## config.mk

```make
export PLATFORM = sky130hd
export DESIGN_NAME = rv32_barrel_fetch
export DESIGN_NICKNAME = d
export VERILOG_FILES = /design/src/rtl/rv32_barrel_fetch_pkg.sv /design/src/rtl/rv32_barrel_fetch_rr_arbiter.sv /design/src/rtl/rv32_barrel_fetch.sv
export SDC_FILE = /design/constraint.sdc
export NUM_CORES = 1
export LEC_CHECK = 0
export CORE_ASPECT_RATIO = 0.7
export CORE_UTILIZATION = 30
export DETAILED_ROUTE_END_ITERATION = 10
export GPL_TIMING_DRIVEN = 0
export HOLD_SLACK_MARGIN = 0.06
export PLACE_DENSITY_LB_ADDON = 0.05
export SYNTH_ARGS = -nofsm -noshare
export SYNTH_HDL_FRONTEND = slang
export SYNTH_HIERARCHICAL = 1
export SYNTH_SLANG_ARGS = --single-unit
export TNS_END_PERCENT = 1
```

## constraint.sdc

```tcl
create_clock -name rv32_io_clk -period 14.7 [get_ports rv32_io_clk]
set_input_delay 2.94 -clock rv32_io_clk [delete_from_list [all_inputs] [get_ports rv32_io_clk]]
set_output_delay 2.94 -clock rv32_io_clk [all_outputs]
set_load 0.02 [all_outputs]
```

## src/rtl/rv32_barrel_fetch_pkg.sv

```systemverilog
// Shared types and defaults for the barrel rv32 fetch slice.
`ifndef RESET_ADDRESS
`define RESET_ADDRESS 32'h0000_0000
`endif

package rv32_pkg;

  localparam int unsigned RV32_DEFAULT_NUM_HARTS = 8;
  localparam int unsigned RV32_DEFAULT_HID_W     = 3;

  typedef logic [31:0]                   rv_pc_cnt_t;
  typedef logic [31:0]                   rv32_instr_t;
  typedef logic [RV32_DEFAULT_HID_W-1:0] rv32_hart_id_t;

  // Hart-id width; a single-hart build still carries a 1-bit id.
  function automatic int unsigned hid_width(input int unsigned n);
    return (n > 1) ? $clog2(n) : 1;
  endfunction

endpackage

```

## src/rtl/rv32_barrel_fetch_rr_arbiter.sv

```systemverilog
// Combinational round-robin picker: first requester strictly after 'last', wrapping.
module rv32_rr_arbiter
  import rv32_pkg::*;
#(
  parameter  int unsigned N     = RV32_DEFAULT_NUM_HARTS,
  localparam int unsigned IDX_W = hid_width(N)
) (
  input  logic [N-1:0]     req,
  input  logic [IDX_W-1:0] last,
  output logic [IDX_W-1:0] grant,
  output logic             any_grant
);

  always_comb begin
    int unsigned idx;
    idx       = 0;
    grant     = '0;
    any_grant = 1'b0;
    // Offset 1..N visits every hart once, ending on 'last' itself.
    for (int unsigned i = 1; i <= N; i++) begin
      idx = (32'(last) + i) % N;
      if (!any_grant && req[idx]) begin
        grant     = idx[IDX_W-1:0];
        any_grant = 1'b1;
      end
    end
  end

endmodule

```

## src/rtl/rv32_barrel_fetch.sv

```systemverilog
// Multi-hart instruction fetch: per-hart PCs, round-robin issue, one-cycle BRAM read.
module rv32_barrel_fetch
  import rv32_pkg::*;
#(
  parameter  int unsigned NUM_HARTS   = RV32_DEFAULT_NUM_HARTS,
  parameter  int unsigned PC_W        = 32,
  parameter  int unsigned IMEM_ADDR_W = 12,
  parameter  logic [31:0] RESET_ADDR  = `RESET_ADDRESS,
  localparam int unsigned HID_W       = hid_width(NUM_HARTS)
) (
  input  logic                   rv32_io_clk,
  input  logic                   rv32_io_rst_n,
  input  logic                   rv32_io_program,
  input  logic [NUM_HARTS-1:0]   hart_en,
  input  logic                   stall,
  input  logic                   redirect_valid,
  input  logic [HID_W-1:0]       redirect_hart,
  input  logic [PC_W-1:0]        redirect_pc,
  output logic [IMEM_ADDR_W-1:0] imem_rd_addr,
  input  rv32_instr_t            imem_rd_data,
  output logic                   if_valid,
  output logic [HID_W-1:0]       if_hart,
  output logic [PC_W-1:0]        if_pc,
  output rv32_instr_t            if_instr,
  output logic                   misalign_err
);

  localparam logic [PC_W-1:0]  RST_PC    = PC_W'(RESET_ADDR);
  localparam logic [HID_W-1:0] LAST_RST  = HID_W'(NUM_HARTS - 1);

  logic [PC_W-1:0]  pc_q [NUM_HARTS];
  logic [PC_W-1:0]  pc_d [NUM_HARTS];
  logic [HID_W-1:0] last_hart_q, last_hart_d;
  logic             f1_valid_q, f1_valid_d;
  logic [HID_W-1:0] f1_hart_q, f1_hart_d;
  logic [PC_W-1:0]  f1_pc_q, f1_pc_d;
  logic             misalign_q, misalign_d;

  logic [HID_W-1:0] grant;
  logic             any_grant;
  logic             issue;

  rv32_rr_arbiter #(
    .N (NUM_HARTS)
  ) u_arb (
    .req       (hart_en),
    .last      (last_hart_q),
    .grant     (grant),
    .any_grant (any_grant)
  );

  assign issue = !stall && !rv32_io_program && any_grant;

  // Under stall the held f1 address is re-presented so q keeps matching if_pc.
  assign imem_rd_addr = stall ? f1_pc_q[IMEM_ADDR_W+1:2] : pc_q[grant][IMEM_ADDR_W+1:2];

  always_comb begin
    last_hart_d = last_hart_q;
    f1_valid_d  = f1_valid_q;
    f1_hart_d   = f1_hart_q;
    f1_pc_d     = f1_pc_q;
    misalign_d  = redirect_valid && (redirect_pc[1:0] != 2'b00);

    for (int unsigned h = 0; h < NUM_HARTS; h++) begin
      pc_d[h] = pc_q[h];
      if (issue && grant == HID_W'(h))
        pc_d[h] = pc_q[h] + PC_W'(4);
      if (redirect_valid && redirect_hart == HID_W'(h))
        pc_d[h] = {redirect_pc[PC_W-1:2], 2'b00};
    end

    if (!stall) begin
      if (issue) begin
        f1_valid_d  = 1'b1;
        f1_hart_d   = grant;
        f1_pc_d     = pc_q[grant];
        last_hart_d = grant;
      end else begin
        f1_valid_d  = 1'b0;
      end
    end

    // One squash covers both the held entry (stall) and a same-cycle issue.
    if (redirect_valid && f1_valid_d && f1_hart_d == redirect_hart)
      f1_valid_d = 1'b0;
  end

  always_ff @(posedge rv32_io_clk or negedge rv32_io_rst_n) begin
    if (!rv32_io_rst_n) begin
      for (int unsigned h = 0; h < NUM_HARTS; h++)
        pc_q[h] <= RST_PC;
      last_hart_q <= LAST_RST;
      f1_valid_q  <= 1'b0;
      f1_hart_q   <= '0;
      f1_pc_q     <= RST_PC;
      misalign_q  <= 1'b0;
    end else begin
      for (int unsigned h = 0; h < NUM_HARTS; h++)
        pc_q[h] <= pc_d[h];
      last_hart_q <= last_hart_d;
      f1_valid_q  <= f1_valid_d;
      f1_hart_q   <= f1_hart_d;
      f1_pc_q     <= f1_pc_d;
      misalign_q  <= misalign_d;
    end
  end

  assign if_valid     = f1_valid_q;
  assign if_hart      = f1_hart_q;
  assign if_pc        = f1_pc_q;
  assign if_instr     = imem_rd_data;
  assign misalign_err = misalign_q;

endmodule

```

# Word-level counts from Yosys, hierarchy flattened
# Index checks and enable logic that the tools add are counted.
# Widths: inputs -> output; s select.
# word_totals
register_bits,296
inputBits,80
output_inout_bits,81
elab_cells,161
# classes
add_sub_neg,16
n_lt_le_gt_ge,9
n_eq_ne,15
muxes,57
bitwise,2
reduce_logical,49
# ops
op,count
$mux 32,18
$add 32x3->32 const B,8
$bmux 32 s3,1
$lt 3x4->1 const B,8
$mux 3,10
$logic_and 1x1->1,28
$bmux 1 s3,8
$eq 3x3->1 const B,8
$mux 1,19
$reduce_bool 2->1,9
$add 3x3->3 const B,4
$eq 3x2->1 const B,4
$mux 12,1
$logic_not 1->1,9
$add 3x1->3 const B,2
$add 3x2->3 const B,2
$eq 3x1->1 const B,2
$logic_not 3->1,2
$ge 4x4->1 const B,1
$not 3->4,1
$eq 3x3->1,1
$reduce_and 2->1,1
$not 1->1,1

# Logic depth before layout (Yosys ltp)
# depth
depth_word,31
depth_mapped,21
depth_no_buf,13

# Cells and area by module
# Netlist, hierarchy kept.
# by_module_without_submodules
mod,n_inst,cells_each,area_each_um2
rv32_barrel_fetch,1,1905,17244.0
rv32_rr_arbiter,1,105,953.4

# Worst setup path before layout
# No wires, ideal clock.
# synth_timing
kind,in2out
start,input hart_en[4]
end,output imem_rd_addr[0]
t_arrival_ns,6.465
path_slack_ns,5.295
path_stages,12
path_buffers,3
path_cell_list,mux4_2 or3_1 and2_1 nor3_2 nand2_1 a31oi_1 buf_4 buf_2 clkbuf_1 mux4_2 mux2_2 mux2_2
# synth_via
elab_chain_cells,29
word_cells_on_any_way,50
cone_classes,mux (35); bitwise (1); reduce/logical (14)
# synth_lines
item,line,rtl
from (decl),rv32_barrel_fetch.sv:14,"input logic [NUM_HARTS-1:0] hart_en,"
$bmux 1 s3,rv32_barrel_fetch_rr_arbiter.sv:22,if (!any_grant && req[idx]) begin
$mux 1 (not written as such),rv32_barrel_fetch_rr_arbiter.sv:22,
$mux 1,rv32_barrel_fetch_rr_arbiter.sv:22,
$logic_not 1->1,rv32_barrel_fetch_rr_arbiter.sv:22,
$logic_and 1x1->1,rv32_barrel_fetch_rr_arbiter.sv:22,
$mux 1,rv32_barrel_fetch_rr_arbiter.sv:22,
$logic_not 1->1,rv32_barrel_fetch_rr_arbiter.sv:22,
$logic_and 1x1->1,rv32_barrel_fetch_rr_arbiter.sv:22,
(+13 left out),--,
$logic_not 1->1,rv32_barrel_fetch_rr_arbiter.sv:22,
$logic_and 1x1->1,rv32_barrel_fetch_rr_arbiter.sv:22,
$mux 3 (*),rv32_barrel_fetch_rr_arbiter.sv:22,
named net grant[0],rv32_barrel_fetch.sv:39,logic [HID_W-1:0] grant;
$not 3->4 (not written as such) (*),rv32_barrel_fetch.sv:55,assign imem_rd_addr = stall ? f1_pc_q[IMEM_ADDR_W+1:2] : pc_q[grant][IMEM_ADDR_W+1:2];
$bmux 32 s3 (*),rv32_barrel_fetch.sv:55,
$mux 32 (*) (2 in a row),--,
$mux 12 (*),rv32_barrel_fetch.sv:55,
to (decl),rv32_barrel_fetch.sv:19,"output logic [IMEM_ADDR_W-1:0] imem_rd_addr,"
# Mark *: on every way through the listed nets, which the timed path passes. The rest lies on a longest branch. The select of a mux whose other input is x is not followed.

# Final worst setup path
# layout_timing
start,input hart_en[1]
end,output imem_rd_addr[1]
# Same word-level chain as after synthesis.

==> results.md <==
Critical path:
- The buffer and inverter count on the worst path is 5.
- The worst setup path is of the input pin to output pin kind.
- In this design, the largest share of critical-path delay is due to buffers and inverters.
- The critical path goes through clkdlybuf4s50_1, mux4_2, or3_1, and2_1, nor3_2, nand2_1, a31oi_1, buf_4, buf_2, clkbuf_1, mux4_2, mux2_2, mux2_2, clkdlybuf4s50_1.
- The critical path launch point type is an input pin.
- The required time of the critical path is 11.76 ns.
- The master of the slowest instance on the critical path is sky130_fd_sc_hd__clkbuf_1.
- The biggest fanout along the worst timing path is 10.
- STA classifies the critical path endpoint as an output pin.
- The biggest cell delay along the critical path is 0.60 ns.
- The data arrival time of the critical path is 8.67 ns.

Route:
- The via total after detailed routing is 16100.
- The number of DRC markers in iteration 0 is 1495.
- Dividing the detail-routed via count by the number of cells gives 5.42.
- The pre-antenna-repair detailed-routing pass consisted of 5 iterations.
- For this run, design rule violations remaining after detail routing come to 0.
- The remaining antenna violation count after routing is 0.
- Wires add up to 73.9 mm.
- After detailed routing, the average wire length per cell comes to 24.8 µm.

Pwr:
- The reported leakage power is 7.69 nW.
- The total chip power is 4.97 mW.
- In this run switching power makes up 45.8% of total power.
- VDD sags by at most 0.0000882 V.
- Sequential cells account for 25.5% of the total power.
- Summed over all nets, the switching power comes to 2.28 mW.
- The internal power is 2.69 mW.
- Combinational cells account for 57.0% of the total power.
- Per report_power, the clock group accounts for 17.5% of the total.
- In this run the power density over the cells is 233 nW/µm².

Floorplanning:
- The die is 208 µm tall.
- The number of standard-cell rows in the floorplan is 75.
- The initial core utilization is 30.3%.
- From left edge to right edge, the die measures 296 µm.
- The total die area is 61700 µm².
- The number of primary I/O pins is 161.
- The placeable core region is 60000 µm².

STA:
- The worst path uses 79.0% of the clock period.
- In this run the tightest slew margin relative to its limit is 14.4%.
- Setup repair after global routing left no endpoint under its margin.
- The maximum clock frequency is 86.2 MHz.
- The clock skew is 0.0166 ns.
- The slew at the pin with the worst max-slew slack is 1.27 ns.
- The final-report max-slew violation count is 0.
- The final number of setup-violating endpoints is 0.
- The tightest hold path in the finished design has a slack of 0.479 ns.
- The summed negative setup slack over all endpoints is 0 ns.
- The final hold violation count came to 0.
- The minimum clock period after layout is 11.61 ns.
- Across all setup checks in the final design, the least slack found is 3.09 ns.

Clocking:
- Clock latency on the worst-skew pair, taken at its later pin, is 0.55 ns.
- Counting along the longest clock path gives a buffer depth of 3.
- The total clock buffers created by CTS is 35.
- The number of buffers inserted to repair setup after CTS is 0.
- The tree is rooted in a sky130_fd_sc_hd__clkbuf_16.
- Clock-pin slew was measured on the worst setup and hold paths at 0.06 ns.
- The post-cts gate resize count is 0.
- TritonCTS built the clock tree.
- The number of sinks handled by clock tree synthesis is 278.
- The count of hold buffers inserted by post-cts repair is 0.
- The H-tree was split into 2 levels.

Final layout:
- The synthesis-to-layout area growth is 17.2%.
- The layout has 6037 filler cells.
- After routing the design area is 21300 µm².
- The final standard cell count with taps included and fillers excluded is 2975.
- Cells fill 35.6% of the core in the end.
- The final layout net count is 2234.
- Cells with a size suffix above 1 make up 10.9% of the layout.

Worst hold path:
- The path class of the tightest hold or removal check is register to register.

Synthesis:
- Synthesis inferred 278 register bits.
- The number of warning messages in the yosys log is 6.
- Counting every instance in the synthesized netlist gives 2010.
- The synthesized area per cell is 9.05 µm².
- The post-synthesis async set-or-reset flop share is 100%.
- The predominant post-synthesis flop cell is sky130_fd_sc_hd__dfrtp_1.
- For this run, the register share of the synthesized area comes to 38.2%.
- The cell area that synthesis handed to floorplanning was 18200 µm².
- The number of different library cells in the post-synthesis netlist is 65.
- The number of enable-type register cells in the synthesized netlist is 0.

Outcome:
- The flow ran to the end, and the final reports show no timing, DRC or antenna violations.

Job:
- The max-capacitance violation count is 0.

Place:
- The final weighted congestion in routability-driven placement is 0.893.
- Before CTS, the worst setup slack after placement is 3.29 ns.
- In this run the cell area measured after placement is 20200 µm².
- Counting tap cells, the placed design contains a total of 2915 instances.
- The sum of net half-perimeters after detailed placement is 56.8 mm.
- During placement, the flow inserted port buffers numbering 94.

Global routing:
- The number of global-route vias before repair was 15100.
- Entering global routing, the biggest net connects 105 pins.
- The total overflow reported by the global router is 0.
- In the global route stage, overall resource usage came out at 23.9%.
- The first-pass GRT wire length is 106 mm.
- The number of antenna violations at the first check in global routing was 6.
[layout make-up]
type	instances	area [µm²]	share of cell area (%)
plain buffers	175	836	3.92
flip-flops and latches	278	6960	32.6
clock buffers	54	1080	5.06
multi-input cells	1530	10300	48.3
diodes	2	5.00	0.0235
inverters	28	105	0.493
repair buffers	96	1000	4.69
well taps	808	1010	4.74
clock inverters	4	20.0	0.0939
[synth_stat cells (39+ instances only)]
library cell,n,area share [%]
sky130_fd_sc_hd__xor2_1,79,3.8
sky130_fd_sc_hd__dfrtp_1,275,38
sky130_fd_sc_hd__nand2_1,389,8.0
sky130_fd_sc_hd__nor3_1,73,2.0
sky130_fd_sc_hd__o21ai_0,239,6.6
sky130_fd_sc_hd__xnor2_1,150,7.2
sky130_fd_sc_hd__buf_4,39,1.6
sky130_fd_sc_hd__mux4_2,74,9.2
sky130_fd_sc_hd__clkbuf_1,84,1.7
sky130_fd_sc_hd__nand3_1,83,2.3
sky130_fd_sc_hd__nor4_1,44,1.5
sky130_fd_sc_hd__and3_1,45,1.5
sky130_fd_sc_hd__nand4_1,76,2.6
sky130_fd_sc_hd__nor2_1,56,1.2
[worst register-to-register path: stages, from the launching register on]
cell and delay, ns:
sky130_fd_sc_hd__dfstp_2 0.55, sky130_fd_sc_hd__buf_2 0.22, sky130_fd_sc_hd__buf_2 0.30, sky130_fd_sc_hd__inv_1 0.19, sky130_fd_sc_hd__ha_1 0.34, sky130_fd_sc_hd__buf_6 0.14
sky130_fd_sc_hd__mux2_1 0.34, sky130_fd_sc_hd__mux4_2 0.55, sky130_fd_sc_hd__and4bb_2 0.40, sky130_fd_sc_hd__o21ai_1 0.08, sky130_fd_sc_hd__a211o_1 0.28, sky130_fd_sc_hd__o211ai_2 0.08
sky130_fd_sc_hd__buf_2 0.31, sky130_fd_sc_hd__buf_2 0.38, sky130_fd_sc_hd__clkbuf_1 0.64, sky130_fd_sc_hd__buf_1 0.84, sky130_fd_sc_hd__mux4_2 0.47, sky130_fd_sc_hd__mux2i_1 0.24
sky130_fd_sc_hd__o21ai_0 0.11
[power groups by stage]
stage	sequential [mW]	clock (mW)	combinational, mW
after floorplan	1.18	0	1.78
after global placement	1.27	0	2.79
after detailed placement	1.27	0	2.81
after CTS	1.25	0.887	2.82
after global routing	1.29	0.917	3.00
final	1.27	0.868	2.83
[layer usage]
metal  global-route usage (%)  vias up  share of wire, %
met5                        0        -                 0
met4                     4.28        0               1.4
met3                     5.11       62               7.9
met2                     31.6      541                40
met1                     38.8     8170                51
li1                         -     7359                 -
[worst paths after layout]
kind | start | end | slack, ns | cells past startpoint
max | hart_en[1] | imem_rd_addr[1] | 3.09 | 14
min | if_pc[20]$_DFFE_PN0P_ | if_pc[20]$_DFFE_PN0P_ | 0.48 | 2
max reg2reg | last_hart_q[0]$_DFFE_PN1P_ | if_pc[17]$_DFFE_PN0P_ | 8.10 | 18
min reg2reg | if_pc[20]$_DFFE_PN0P_ | if_pc[20]$_DFFE_PN0P_ | 0.48 | 2
max in group asynchronous | rv32_io_rst_n | pc_q[55]$_DFFE_PN0P_ | 11.22 | 2
min in group asynchronous | rv32_io_rst_n | if_pc[12]$_DFFE_PN0P_ | 2.38 | 1
[placed cells by master, fill, tap and decap left out, types with 4 or more instances in the layout]
cell and instances:
sky130_fd_sc_hd__clkdlybuf4s50_1 93, sky130_fd_sc_hd__and4_1 19, sky130_fd_sc_hd__nor3_1 73, sky130_fd_sc_hd__nand2b_1 8
sky130_fd_sc_hd__o21ai_0 239, sky130_fd_sc_hd__nand4_1 76, sky130_fd_sc_hd__nor4_1 44, sky130_fd_sc_hd__a31oi_1 8
sky130_fd_sc_hd__nor2_1 55, sky130_fd_sc_hd__inv_1 28, sky130_fd_sc_hd__clkbuf_1 92, sky130_fd_sc_hd__buf_2 17
sky130_fd_sc_hd__dfrtp_1 275, sky130_fd_sc_hd__buf_1 31, sky130_fd_sc_hd__clkinv_2 4, sky130_fd_sc_hd__mux4_2 74
sky130_fd_sc_hd__ha_1 10, sky130_fd_sc_hd__and2_1 12, sky130_fd_sc_hd__nand4b_1 5, sky130_fd_sc_hd__nor3b_1 4
sky130_fd_sc_hd__buf_4 39, sky130_fd_sc_hd__mux2_2 33, sky130_fd_sc_hd__nor2b_1 8, sky130_fd_sc_hd__mux2i_1 35
sky130_fd_sc_hd__or3_1 7, sky130_fd_sc_hd__clkbuf_16 37, sky130_fd_sc_hd__or4_1 5, sky130_fd_sc_hd__mux2_1 4
sky130_fd_sc_hd__a21oi_1 16, sky130_fd_sc_hd__xnor2_1 150, sky130_fd_sc_hd__nand3_1 83, sky130_fd_sc_hd__nand2_1 389
sky130_fd_sc_hd__and3_1 45, sky130_fd_sc_hd__xor2_1 79, sky130_fd_sc_hd__clkbuf_8 9
[registers in the layout, indices dropped and copies added, names as in the netlist]
name          count
if_hart           3
if_pc            30
if_valid          1
last_hart_q       3
misalign_err      1
pc_q            240
[cells by family after synthesis]
kind of cell | share of synthesized area, %
AOI/OAI and AO/OA | 8.26
xor gates and xnor gates | 11.0
adders and majority gates | 0.688
buffers and inverters | 5.17
DFF | 38.2
muxes | 13.4
other | 0.0206
and+or+nand+nor | 23.1
No activity file was read; power rests on OpenSTA's default activity.
